$ cat src/rtl/eth_tx_sched.sv
// ---------------------------------------------------------------------------
// eth_tx_sched
//
// Purpose:
//   Shares the single Ethernet transmit path (eth_tx_block) between three
//   frame sources: the ack/nack generator (ACK), the debug send-data queue
//   (SND) and the memory-response engine (MEM). Exactly one frame is offered
//   at a time on the tx block's queue-style interface. The tx block's payload
//   BRAM address is rebased onto the granted source's buffer window, and an
//   inter-frame gap of IFG_CYCLES idle cycles is enforced after tx_en falls.
//
// Parameters:
//   IFG_CYCLES     idle cycles after tx_en falls before the next offer (1..255)
//
// Ports:
//   clk, reset     system clock, synchronous active-high reset
//   ack_req/val    ack/nack frame pending, 1=ack 0=nack
//   ack_pop        one-cycle accept pulse back to the ack source
//   snd_req/len/base, snd_pop   send-data descriptor and accept pulse
//   mem_req/len/base, mem_pop   memory-response descriptor and accept pulse
//   tx_ack_empty, tx_ack_data, tx_send_empty, tx_len, tx_mem_ack
//                  registered offer towards eth_tx_block
//   tx_ack_re, tx_send_re, tx_en, tx_addr
//                  read strobes, frame-in-progress and payload address from
//                  eth_tx_block
//   bram_addr      tx_addr rebased onto the granted buffer (combinational)
//   frame_cnt      frames accepted since reset, wraps at 16 bits
// ---------------------------------------------------------------------------
module eth_tx_sched #(
    parameter int IFG_CYCLES = 12
) (
    input  logic        clk,
    input  logic        reset,
    input  logic        ack_req,
    input  logic        ack_val,
    output logic        ack_pop,
    input  logic        snd_req,
    input  logic [15:0] snd_len,
    input  logic [9:0]  snd_base,
    output logic        snd_pop,
    input  logic        mem_req,
    input  logic [15:0] mem_len,
    input  logic [9:0]  mem_base,
    output logic        mem_pop,
    output logic        tx_ack_empty,
    output logic        tx_ack_data,
    output logic        tx_send_empty,
    output logic [15:0] tx_len,
    output logic        tx_mem_ack,
    input  logic        tx_ack_re,
    input  logic        tx_send_re,
    input  logic        tx_en,
    input  logic [9:0]  tx_addr,
    output logic [9:0]  bram_addr,
    output logic [15:0] frame_cnt
);

    typedef enum logic [1:0] {
        SCH_IDLE,
        SCH_OFFER,
        SCH_BUSY,
        SCH_GAP
    } state_t;

    typedef enum logic [1:0] {
        SRC_ACK,
        SRC_SND,
        SRC_MEM
    } src_t;

    // The counter runs from IFG_CYCLES-1 down to 0, giving IFG_CYCLES gap cycles.
    localparam logic [7:0] GAP_LOAD = 8'(IFG_CYCLES - 1);

    state_t      state_q,      state_d;
    src_t        last_q,       last_d;
    src_t        cur_q,        cur_d;
    logic        ack_empty_q,  ack_empty_d;
    logic        ack_data_q,   ack_data_d;
    logic        send_empty_q, send_empty_d;
    logic [15:0] len_q,        len_d;
    logic        mem_ack_q,    mem_ack_d;
    logic [9:0]  base_q,       base_d;
    logic        ack_pop_q,    ack_pop_d;
    logic        snd_pop_q,    snd_pop_d;
    logic        mem_pop_q,    mem_pop_d;
    logic [15:0] cnt_q,        cnt_d;
    logic [7:0]  gap_q,        gap_d;

    src_t        win;
    logic        any_req;
    logic        strobe_hit;

    // Round-robin arbiter: search starts at the source after the last winner,
    // so a continuously requesting source waits at most two frames.
    always_comb begin
        win     = SRC_ACK;
        any_req = ack_req | snd_req | mem_req;
        case (last_q)
            SRC_ACK: begin
                if (snd_req)      win = SRC_SND;
                else if (mem_req) win = SRC_MEM;
                else              win = SRC_ACK;
            end
            SRC_SND: begin
                if (mem_req)      win = SRC_MEM;
                else if (ack_req) win = SRC_ACK;
                else              win = SRC_SND;
            end
            default: begin
                if (ack_req)      win = SRC_ACK;
                else if (snd_req) win = SRC_SND;
                else              win = SRC_MEM;
            end
        endcase
    end

    // The ack frame is consumed through tx_ack_re; send and memory frames both
    // use the send-data queue and are consumed through tx_send_re.
    always_comb begin
        strobe_hit = (cur_q == SRC_ACK) ? tx_ack_re : tx_send_re;
    end

    // Next-state and registered-output logic of the scheduler FSM.
    always_comb begin
        state_d      = state_q;
        last_d       = last_q;
        cur_d        = cur_q;
        ack_empty_d  = ack_empty_q;
        ack_data_d   = ack_data_q;
        send_empty_d = send_empty_q;
        len_d        = len_q;
        mem_ack_d    = mem_ack_q;
        base_d       = base_q;
        ack_pop_d    = 1'b0;
        snd_pop_d    = 1'b0;
        mem_pop_d    = 1'b0;
        cnt_d        = cnt_q;
        gap_d        = gap_q;

        case (state_q)
            SCH_IDLE: begin
                if (any_req) begin
                    last_d  = win;
                    cur_d   = win;
                    state_d = SCH_OFFER;
                    case (win)
                        SRC_ACK: begin
                            ack_empty_d = 1'b0;
                            ack_data_d  = ack_val;
                            len_d       = 16'd0;
                            base_d      = 10'd0;
                            mem_ack_d   = 1'b0;
                        end
                        SRC_SND: begin
                            send_empty_d = 1'b0;
                            len_d        = snd_len;
                            base_d       = snd_base;
                            mem_ack_d    = 1'b0;
                        end
                        default: begin
                            send_empty_d = 1'b0;
                            len_d        = mem_len;
                            base_d       = mem_base;
                            mem_ack_d    = 1'b1;
                        end
                    endcase
                end
            end

            SCH_OFFER: begin
                if (strobe_hit) begin
                    ack_empty_d  = 1'b1;
                    send_empty_d = 1'b1;
                    cnt_d        = cnt_q + 16'd1;
                    state_d      = SCH_BUSY;
                    case (cur_q)
                        SRC_ACK: ack_pop_d = 1'b1;
                        SRC_SND: snd_pop_d = 1'b1;
                        default: mem_pop_d = 1'b1;
                    endcase
                end
            end

            // A frame that never raises tx_en (ack or zero length) leaves after one cycle.
            SCH_BUSY: begin
                if (!tx_en) begin
                    gap_d   = GAP_LOAD;
                    state_d = SCH_GAP;
                end
            end

            // Length and mem flag stay visible through the gap and are cleared on exit.
            SCH_GAP: begin
                if (gap_q == 8'd0) begin
                    state_d   = SCH_IDLE;
                    mem_ack_d = 1'b0;
                    len_d     = 16'd0;
                end else begin
                    gap_d = gap_q - 8'd1;
                end
            end

            default: begin
                state_d = SCH_IDLE;
            end
        endcase
    end

    // State and output registers; reset abandons any offer without a pop.
    always_ff @(posedge clk) begin
        if (reset) begin
            state_q      <= SCH_IDLE;
            last_q       <= SRC_MEM;
            cur_q        <= SRC_ACK;
            ack_empty_q  <= 1'b1;
            ack_data_q   <= 1'b0;
            send_empty_q <= 1'b1;
            len_q        <= 16'd0;
            mem_ack_q    <= 1'b0;
            base_q       <= 10'd0;
            ack_pop_q    <= 1'b0;
            snd_pop_q    <= 1'b0;
            mem_pop_q    <= 1'b0;
            cnt_q        <= 16'd0;
            gap_q        <= 8'd0;
        end else begin
            state_q      <= state_d;
            last_q       <= last_d;
            cur_q        <= cur_d;
            ack_empty_q  <= ack_empty_d;
            ack_data_q   <= ack_data_d;
            send_empty_q <= send_empty_d;
            len_q        <= len_d;
            mem_ack_q    <= mem_ack_d;
            base_q       <= base_d;
            ack_pop_q    <= ack_pop_d;
            snd_pop_q    <= snd_pop_d;
            mem_pop_q    <= mem_pop_d;
            cnt_q        <= cnt_d;
            gap_q        <= gap_d;
        end
    end

    assign ack_pop       = ack_pop_q;
    assign snd_pop       = snd_pop_q;
    assign mem_pop       = mem_pop_q;
    assign tx_ack_empty  = ack_empty_q;
    assign tx_ack_data   = ack_data_q;
    assign tx_send_empty = send_empty_q;
    assign tx_len        = len_q;
    assign tx_mem_ack    = mem_ack_q;
    assign frame_cnt     = cnt_q;

    // Buffer windows wrap modulo the 1024-word BRAM.
    assign bram_addr = base_q + tx_addr;

endmodule
$ cat config.mk
export PLATFORM = sky130hd
export DESIGN_NAME = eth_tx_sched
export DESIGN_NICKNAME = d
export VERILOG_FILES = /design/src/rtl/eth_tx_sched.sv
export SDC_FILE = /design/constraint.sdc
export NUM_CORES = 1
export LEC_CHECK = 0
export CAP_MARGIN = 20
export CORE_ASPECT_RATIO = 0.5
export CORE_UTILIZATION = 41
export DETAILED_ROUTE_END_ITERATION = 8
export GPL_ROUTABILITY_DRIVEN = 0
export PLACE_DENSITY = 0.74
export SLEW_MARGIN = 20
export SYNTH_ARGS = -nofsm -noshare
export SYNTH_HDL_FRONTEND = slang
export SYNTH_SLANG_ARGS = --single-unit
$ cat constraint.sdc
create_clock -name clk -period 2.7 [get_ports clk]
set_input_delay 0.54 -clock clk [delete_from_list [all_inputs] [get_ports clk]]
set_output_delay 0.54 -clock clk [all_outputs]
set_load 0.02 [all_outputs]
==> impl_metrics.toml, run 1 <==
[outcome]
status = "complete, but fails checks"
violations = "design-rule violations"

[clocking]
clkLatencyLatePin_ns = 0.33
cts_tree = "done"
clkSlewWorstSetupHoldPaths_ns = 0.05
cts_buffers = 9
htree_levels = 3
cts_root_buffer = "clkbuf_16"
cts_num_sinks = 62
cts-hold-fix-buffers = 0
max-clock-path-buffers = 2

[route]
dr.first_iter.drc_count = 188
ant_nets = 0
drc = 6
viasPerCell = 5.24
drt-wirelength-per-cell_um = 14.4
route.vias.total = 3005
wl_um = 8290
first_pass_iters = 7

[final_layout]
final_cell_area_um2 = 4920
syn_to_final_growth_pct = 57.4
n_antenna_cell = 0
layout-drive-gt1-share_pct = 18.8
nFillCells = 575
nets = 562

[sta]
min_period_ns = 2.69
slew_headroom_pct = 56.6
fmax_ghz = 0.372
rsz0062_at_grt = "yes"
setup_viol = 0
fin_crit_sh_pct = 99.6
worst_slew_pin_slew_ns = 0.650
finClkSkew_ns = 0.00716
hold_viol = 0
fin_ws_ns = 0.0111
maxSlewViolCount = 0

[setup_path]
cp_common_cell = "a21oi_2"
crit_arrival_ns = 2.15
cp_cell_sequence = "clkdlybuf4s50_1, ha_1, a21o_1, a21oi_2, o21ai_4, a21oi_2, xnor2_1, buf_2"
cp.required_ns = 2.16
end_kind = "primary output"
critPathMaxFanout = 2
critPathBufInv = 2
cp_top_family = "compound AO/OA/AOI/OAI gates"
cpMaxStageDelayCell = "clkdlybuf4s50_1"
cp-start-kind = "primary input"
critical_path_class = "in -> out"
slowest_delay_ns = 0.41

[power]
power_frac_comb_pct = 42.8
switching_share_pct = 35.1
clkPwrFrac_pct = 25.8
power_density_nw_per_um2 = 821
leakage_nw = 1.91
ir_worst_vdd_mv = 0.402
p_seq_share_pct = 31.4
p_int_mw = 2.62
p_total_mw = 4.04
power_switching_mw = 1.42

[logic_synthesis]
synth_edf_count = 0
synth.distinct_cells = 56
synth_cells = 334
ys_seq_area_share_pct = 39.7
netlist_area_um2 = 3130
post_synth.cell_area_avg_um2 = 9.37
syn_nets = 422
synth_flop_cell = "dfxtp_1"
synth_warnings = 0
synth-seq-cells = 62
synth-async-reset-ratio_pct = 0

[placed_design]
dp_hpwl_um = 5720
place_area_um2 = 4510
pre_cts_slack_ns = -0.916
port_buffers = 119

[floorplan]
core_um2 = 7350
pin_count = 120
die_w_um = 126
start_util_pct = 42.6
row_count = 22
fp.dieH_um = 63.8
dieArea_um2 = 8000

[global_route]
grt.total_usage_pct = 21.4
grt_max_degree = 45
grt_pass1_wl_um = 13600
antenna_found_initial = 0
grt_pass1_vias = 2868
overflow = 0

[min_path]
min_path_type = "reg -> reg"

[run]
maxCapViolCount = 0
==> metrics by stage <==
| stage | utilization, % | TNS [ns] | std cells | hold slack (ns) |
|---|---|---|---|---|
| final | 67.0 | 0 | 574 | 0.459 |
| after global routing | 67.0 | -0.247 | 574 | 0.487 |
| after CTS | 66.6 | 0 | 572 | 0.462 |
| after detailed placement | 61.4 | -5.09 | 554 | 0.451 |
| after global placement | 61.4 | -5.05 | 554 | 0.442 |
| after floorplan | - | 0 | 334 | 0.454 |
==> path summary, 6_finish.rpt <==
kind	from	endpoint	slack, ns	depth (start not counted)
setup / recovery	tx_addr[6]	bram_addr[9]	0.01	8
hold / removal	tx_mem_ack	tx_mem_ack	0.46	1
setup reg to reg	gap_q[3]	tx_len[2]	0.75	6
hold reg to reg	tx_mem_ack	tx_mem_ack	0.46	1
==> per-layer routing <==
layer	global-route usage [%]	routed length (um)	share of wire [%]
met4	6.40	88	1.1
met3	6.37	535	6.5
met1	24.8	3700	45
met5	0	0	0
met2	38.5	3970	48
==> repair_timing <==
action	in CTS	in global routing
gates resized for setup	62	13
pin swaps	17	9
endpoints found under the setup margin	9	5
buffers inserted	3	2
==> power groups by stage <==
| stage | Clock, mW | Combinational, mW | Sequential, mW |
|---|---|---|---|
| finish | 1.04 | 1.73 | 1.27 |
| global route | 1.11 | 1.88 | 1.29 |
| CTS | 1.06 | 1.70 | 1.27 |
| detailed placement | 0 | 1.67 | 1.27 |
| global placement | 0 | 1.65 | 1.27 |
| floorplan | 0 | 0.987 | 1.33 |
==> registers in the layout (all words and copies together), names as in the netlist, 2 cells and up <==
name / flops
frame_cnt: 16
tx_len: 16
base_q: 10
gap_q: 8
last_q: 2
state_q: 2
==> cells in the mapped netlist (8+ instances only) <==
cell	number	area share [%]
a21oi_1	21	3.4
a222oi_1	10	3.2
and2_1	18	3.6
nand2_1	12	1.4
ha_1	16	6.4
nor2_1	40	4.8
a221o_1	9	2.9
xor2_1	10	2.8
inv_1	14	1.7
dfxtp_1	62	40
clkbuf_1	9	1.1
nand3_1	8	1.3
xnor2_1	14	3.9
==> cells in the final DEF (no fill, tap or decap), types with 12 or more instances in the layout <==
cell | Yosys | routed
inv_1 | 14 | 12
a21oi_1 | 21 | 19
nand2_1 | 12 | 12
nor2_1 | 40 | 39
dfxtp_1 | 62 | 57
clkdlybuf4s50_1 | 0 | 106
xnor2_1 | 14 | 14
and2_1 | 18 | 17
buf_4 | 0 | 26
==> layout make-up <==
type                    count  area, um^2  area share [%]
multi-input cells         245        1910            38.7
inverters                  14        52.6            1.07
clock inverters             1        5.00           0.102
repair buffers            142        1330            26.9
flip-flops and latches     62        1250            25.4
well taps                  96         120            2.44
clock buffers              14         264            5.36
==> cells by family after synthesis <==
family                     count (synthesis)  synth area share, %
AOI/OAI and AO/OA                         81                 20.9
xor gates and xnor gates                  24                 6.72
adders and majority gates                 17                 7.04
buffers and inverters                     27                 3.60
DFF                                       62                 39.7
muxes                                      2                0.680
and+or+nand+nor                          121                 21.4
No activity file was read; power rests on OpenSTA's default activity.
==> run 2, diff against run 1 <==
==> constraint.sdc (replaced) <==
create_clock -name clk -period 3.2 [get_ports clk]
set_input_delay 0.64 -clock clk [delete_from_list [all_inputs] [get_ports clk]]
set_output_delay 0.64 -clock clk [all_outputs]
set_load 0.02 [all_outputs]
==> impl_metrics.toml, run 2 (synthesized netlist as in run 1, its figures left out) <==
[final_layout]
nFillCells = 590
nets = 554
final_cell_area_um2 = 4870
n_antenna_cell = 0
final_common_cell = "clkdlybuf4s50_1"
syn_to_final_growth_pct = 55.6
final_cell_mix = "clkdlybuf4s50_1, dfxtp_1, nor2_1"
layout-drive-gt1-share_pct = 13.4

[setup_path]
reg2reg_depth = 6
cp_cell_sequence = "dlygate4sd2_1, ha_2, inv_2, fa_2, inv_1, a21o_1, a41o_1, o41ai_2, xnor2_1, buf_2"
critPathBufInv = 4
crit_arrival_ns = 2.41
end_kind = "primary output"
cp-start-kind = "primary input"
slowest_delay_ns = 0.31
critPathMaxFanout = 2
worst-path-stages = 10
reg2reg_slack_ns = 1.16
cp.required_ns = 2.56
cpMaxStageDelayCell = "o41ai_2"
cp_top_family = "compound AO/OA/AOI/OAI gates"
critical_path_class = "in -> out"

[clocking]
htree_levels = 3
max-clock-path-buffers = 2
cts_buffers = 9
cts_num_sinks = 62
clkSlewWorstSetupHoldPaths_ns = 0.05
cts_root_buffer = "clkbuf_16"
cts_tree = "done"
cts-hold-fix-buffers = 0
clkLatencyLatePin_ns = 0.32

[sta]
maxSlewViolCount = 0
worst_slew_pin_slew_ns = 0.582
hold_viol = 0
slew_headroom_pct = 61.2
fin_crit_sh_pct = 95.4
rsz0062_at_grt = "no"
fmax_ghz = 0.327
setup_viol = 0
tns_ns = 0
finClkSkew_ns = 0.00346
min_period_ns = 3.05

[floorplan]
dieArea_um2 = 8000
fp.dieH_um = 63.8
core_um2 = 7350
pin_count = 120
row_count = 22
start_util_pct = 42.6
die_w_um = 126

[global_route]
overflow = 0
antenna_found_initial = 0
grt_max_degree = 45
grt_pass1_vias = 2807
grt_pass1_wl_um = 13400
grt.total_usage_pct = 21.1

[min_path]
whs_path_depth = 1
min_path_type = "reg -> reg"

[route]
drc = 6
dr.first_iter.drc_count = 190
wl_um = 8020
ant_nets = 0
drt-wirelength-per-cell_um = 14.1
viasPerCell = 5.19
first_pass_iters = 9
route.vias.total = 2940

[placed_design]
port_buffers = 119
place_area_um2 = 4480
dp_hpwl_um = 5790

[run]
maxCapViolCount = 0

[outcome]
status = "complete, but fails checks"
violations = "design-rule violations"

[power]
ir_worst_vdd_mv = 0.411
leakage_nw = 1.92
power_density_nw_per_um2 = 725
==> run 2: cell count changes in the layout (fill, tap and decap cells not counted), sizes merged <==
cell | before | now
buf | 30 | 18
dlygate4sd2 | 2 | 6
clkbuf | 16 | 13
bufinv | 0 | 2
clkdlybuf4s50 | 106 | 108
clkdlybuf4s15 | 2 | 1
dlymetal6s2s | 0 | 1
==> run 2: layout make-up <==
class | instances | area [um^2] | area share (%)
Multi-Input combinational cell | 245 | 1830 | 37.6
Timing Repair Buffer | 134 | 1290 | 26.5
Sequential cell | 62 | 1240 | 25.5
Clock buffer | 13 | 270 | 5.55
Tap cell | 96 | 120 | 2.47
Clock inverter | 3 | 65.1 | 1.34
Inverter | 14 | 52.6 | 1.08
==> run 2: timing repair <==
| item | in CTS | in global routing |
|---|---|---|
| gates resized for setup | 31 | 4 |
| pin swaps | 15 | 2 |
| gates cloned | 0 | 0 |
| buffers inserted | 1 | 0 |
| setup endpoints to repair | 7 | 4 |
==> run 2: worst paths after layout <==
| check | endpoint | from |
|---|---|---|
| max reg2reg | tx_len[2] | state_q[0] |
| min | tx_mem_ack | tx_mem_ack |
| min reg2reg | tx_mem_ack | tx_mem_ack |
| max | bram_addr[8] | tx_addr[0] |
==> run 2: layer usage <==
layer	GRT usage [%]	vias up	share of wire (%)
li1	-	1496	-
met1	26.4	1361	46
met2	34.8	77	47
met3	6.95	6	6.1
met4	5.95	0	0.84
met5	0	-	0
==> run 2: metrics by stage <==
| stage | utilization [%] | power [mW] | hold WS, ns | setup WS, ns | instances |
|---|---|---|---|---|---|
| 2_1_floorplan | - | 1.96 | 0.454 | 0.365 | 334 |
| 5_1_grt | 66.2 | 3.74 | 0.499 | 0.0492 | 567 |
| 6_report | 66.2 | 3.53 | 0.476 | 0.146 | 567 |
| 3_5_place_dp | 61.0 | 2.46 | 0.451 | -0.589 | 550 |
| 3_3_place_gp | 61.0 | 2.44 | 0.442 | -0.592 | 550 |
| 4_1_cts | 65.9 | 3.53 | 0.480 | 0.000488 | 567 |
==> run 2: where the power goes <==
group | switching, mW | internal [mW]
registers | 0.136 | 0.927
clock network | 0.331 | 0.744
logic | 0.714 | 0.678
==> run 3, diff against run 2 <==
--- a/config.mk
+++ b/config.mk
@@ -7,11 +7,13 @@
 export LEC_CHECK = 0
 export CAP_MARGIN = 20
 export CORE_ASPECT_RATIO = 0.5
-export CORE_UTILIZATION = 41
+export CORE_MARGIN = 2
+export CORE_UTILIZATION = 48
 export DETAILED_ROUTE_END_ITERATION = 8
 export GPL_ROUTABILITY_DRIVEN = 0
-export PLACE_DENSITY = 0.74
+export PLACE_DENSITY = 0.85
 export SLEW_MARGIN = 20
 export SYNTH_ARGS = -nofsm -noshare
 export SYNTH_HDL_FRONTEND = slang
 export SYNTH_SLANG_ARGS = --single-unit
+export TNS_END_PERCENT = 100
==> impl_metrics.toml, run 3 (synthesized netlist as in run 1, its figures left out) <==
[setup_path]
crit_arrival_ns = 2.43
critPathBufInv = 2
critical_path_class = "in -> out"
cp_top_family = "compound AO/OA/AOI/OAI gates"
cp-start-kind = "primary input"
slowest_delay_ns = 0.42
reg2reg_slack_ns = 1.19
critPathMaxFanout = 3
cp.required_ns = 2.56
end_kind = "primary output"
cp_cell_sequence = "clkdlybuf4s50_1, ha_1, o21a_1, a41o_1, o41ai_2, xnor2_1, buf_4"
cpMaxStageDelayCell = "clkdlybuf4s50_1"

[power]
power_density_nw_per_um2 = 711
leakage_nw = 1.89
p_total_mw = 3.44
ir_worst_vdd_mv = 0.387

[sta]
hold_viol = 0
worst_slew_pin_slew_ns = 0.548
setup_viol = 0
maxSlewViolCount = 0
fmax_ghz = 0.326
rsz0062_at_grt = "no"
finClkSkew_ns = 0.00661
fin_crit_sh_pct = 95.9
slew_headroom_pct = 63.4
min_period_ns = 3.07

[placed_design]
dp_hpwl_um = 6340
port_buffers = 119
place_area_um2 = 4470

[route]
wl_um = 8810
ant_nets = 0
first_pass_iters = 6
viasPerCell = 5.53
drt-wirelength-per-cell_um = 15.8
route.vias.total = 3083
drc = 0
dr.first_iter.drc_count = 166

[final_layout]
layout-drive-gt1-share_pct = 14.5
n_antenna_cell = 0
syn_to_final_growth_pct = 54.8
nets = 553
final_cell_area_um2 = 4840
nFillCells = 393
final_common_cell = "clkdlybuf4s50_1"
final_cell_mix = "clkdlybuf4s50_1, dfxtp_1, nor2_1"

[floorplan]
dieArea_um2 = 7220
pin_count = 120
die_w_um = 118
core_um2 = 6180
row_count = 20
fp.dieH_um = 61.1
start_util_pct = 50.6

[clocking]
htree_levels = 3
cts_num_sinks = 62
max-clock-path-buffers = 2
cts_buffers = 9
cts-hold-fix-buffers = 0
cts_tree = "done"
clkSlewWorstSetupHoldPaths_ns = 0.05
cts_root_buffer = "clkbuf_16"
clkLatencyLatePin_ns = 0.32

[global_route]
grt_pass1_vias = 3094
antenna_found_initial = 0
grt_pass1_wl_um = 14200
overflow = 0
grt_max_degree = 45
grt.total_usage_pct = 24.6

[outcome]
status = "complete, no violations"

[run]
maxCapViolCount = 0

[min_path]
min_path_type = "reg -> reg"
==> run 3: path summary, 6_finish.rpt <==
check / startpoint / to / cells after the start
setup / recovery: tx_addr[5] / bram_addr[8] / 7
hold / removal: tx_send_empty / tx_send_empty / 1
setup reg to reg: state_q[0] / tx_len[15] / 6
hold reg to reg: tx_send_empty / tx_send_empty / 1
==> run 3: per-layer routing <==
layer  GRT usage (%)  routed length, um  vias to the layer above
met3            5.74                405                       17
met2            49.1               4580                       86
met1            26.8               3680                     1491
li1                -                  -                     1489
met5               0                  0                        -
met4            8.43                148                        0
==> run 3: repair_timing <==
| item | CTS | global route |
|---|---|---|
| pin swaps | 11 | 4 |
| resized for setup | 38 | 4 |
| setup endpoints to repair | 7 | 4 |
| endpoints found under the hold margin | 0 | 0 |
| gates cloned | 0 | 0 |
| buffers inserted | 1 | 0 |
==> run 3: final cells by class <==
class / instances / area (um^2) / share of cell area [%]
clock buffers: 10 / 239 / 4.93
well taps: 88 / 110 / 2.27
inverters: 14 / 52.6 / 1.08
repair buffers: 133 / 1280 / 26.4
flip-flops and latches: 62 / 1240 / 25.6
clock inverters: 6 / 70.1 / 1.45
multi-input cells: 245 / 1850 / 38.3
==> run 3: through the flow <==
step	setup slack [ns]	setup TNS, ns	hold WS, ns	std cells	util (%)
after floorplan	0.365	0	0.454	334	-
after global placement	-0.615	-2.57	0.443	541	72.3
after detailed placement	-0.654	-2.92	0.453	541	72.3
after CTS	0.00995	0	0.468	558	78.0
after global routing	0.0522	0	0.493	558	78.4
final	0.130	0	0.464	558	78.4
==> run 3: power by group <==
group	switching [mW]	total [mW]	internal (mW)
sequential	0.142	1.07	0.926
clock	0.351	0.978	0.627
combinational	0.727	1.40	0.671
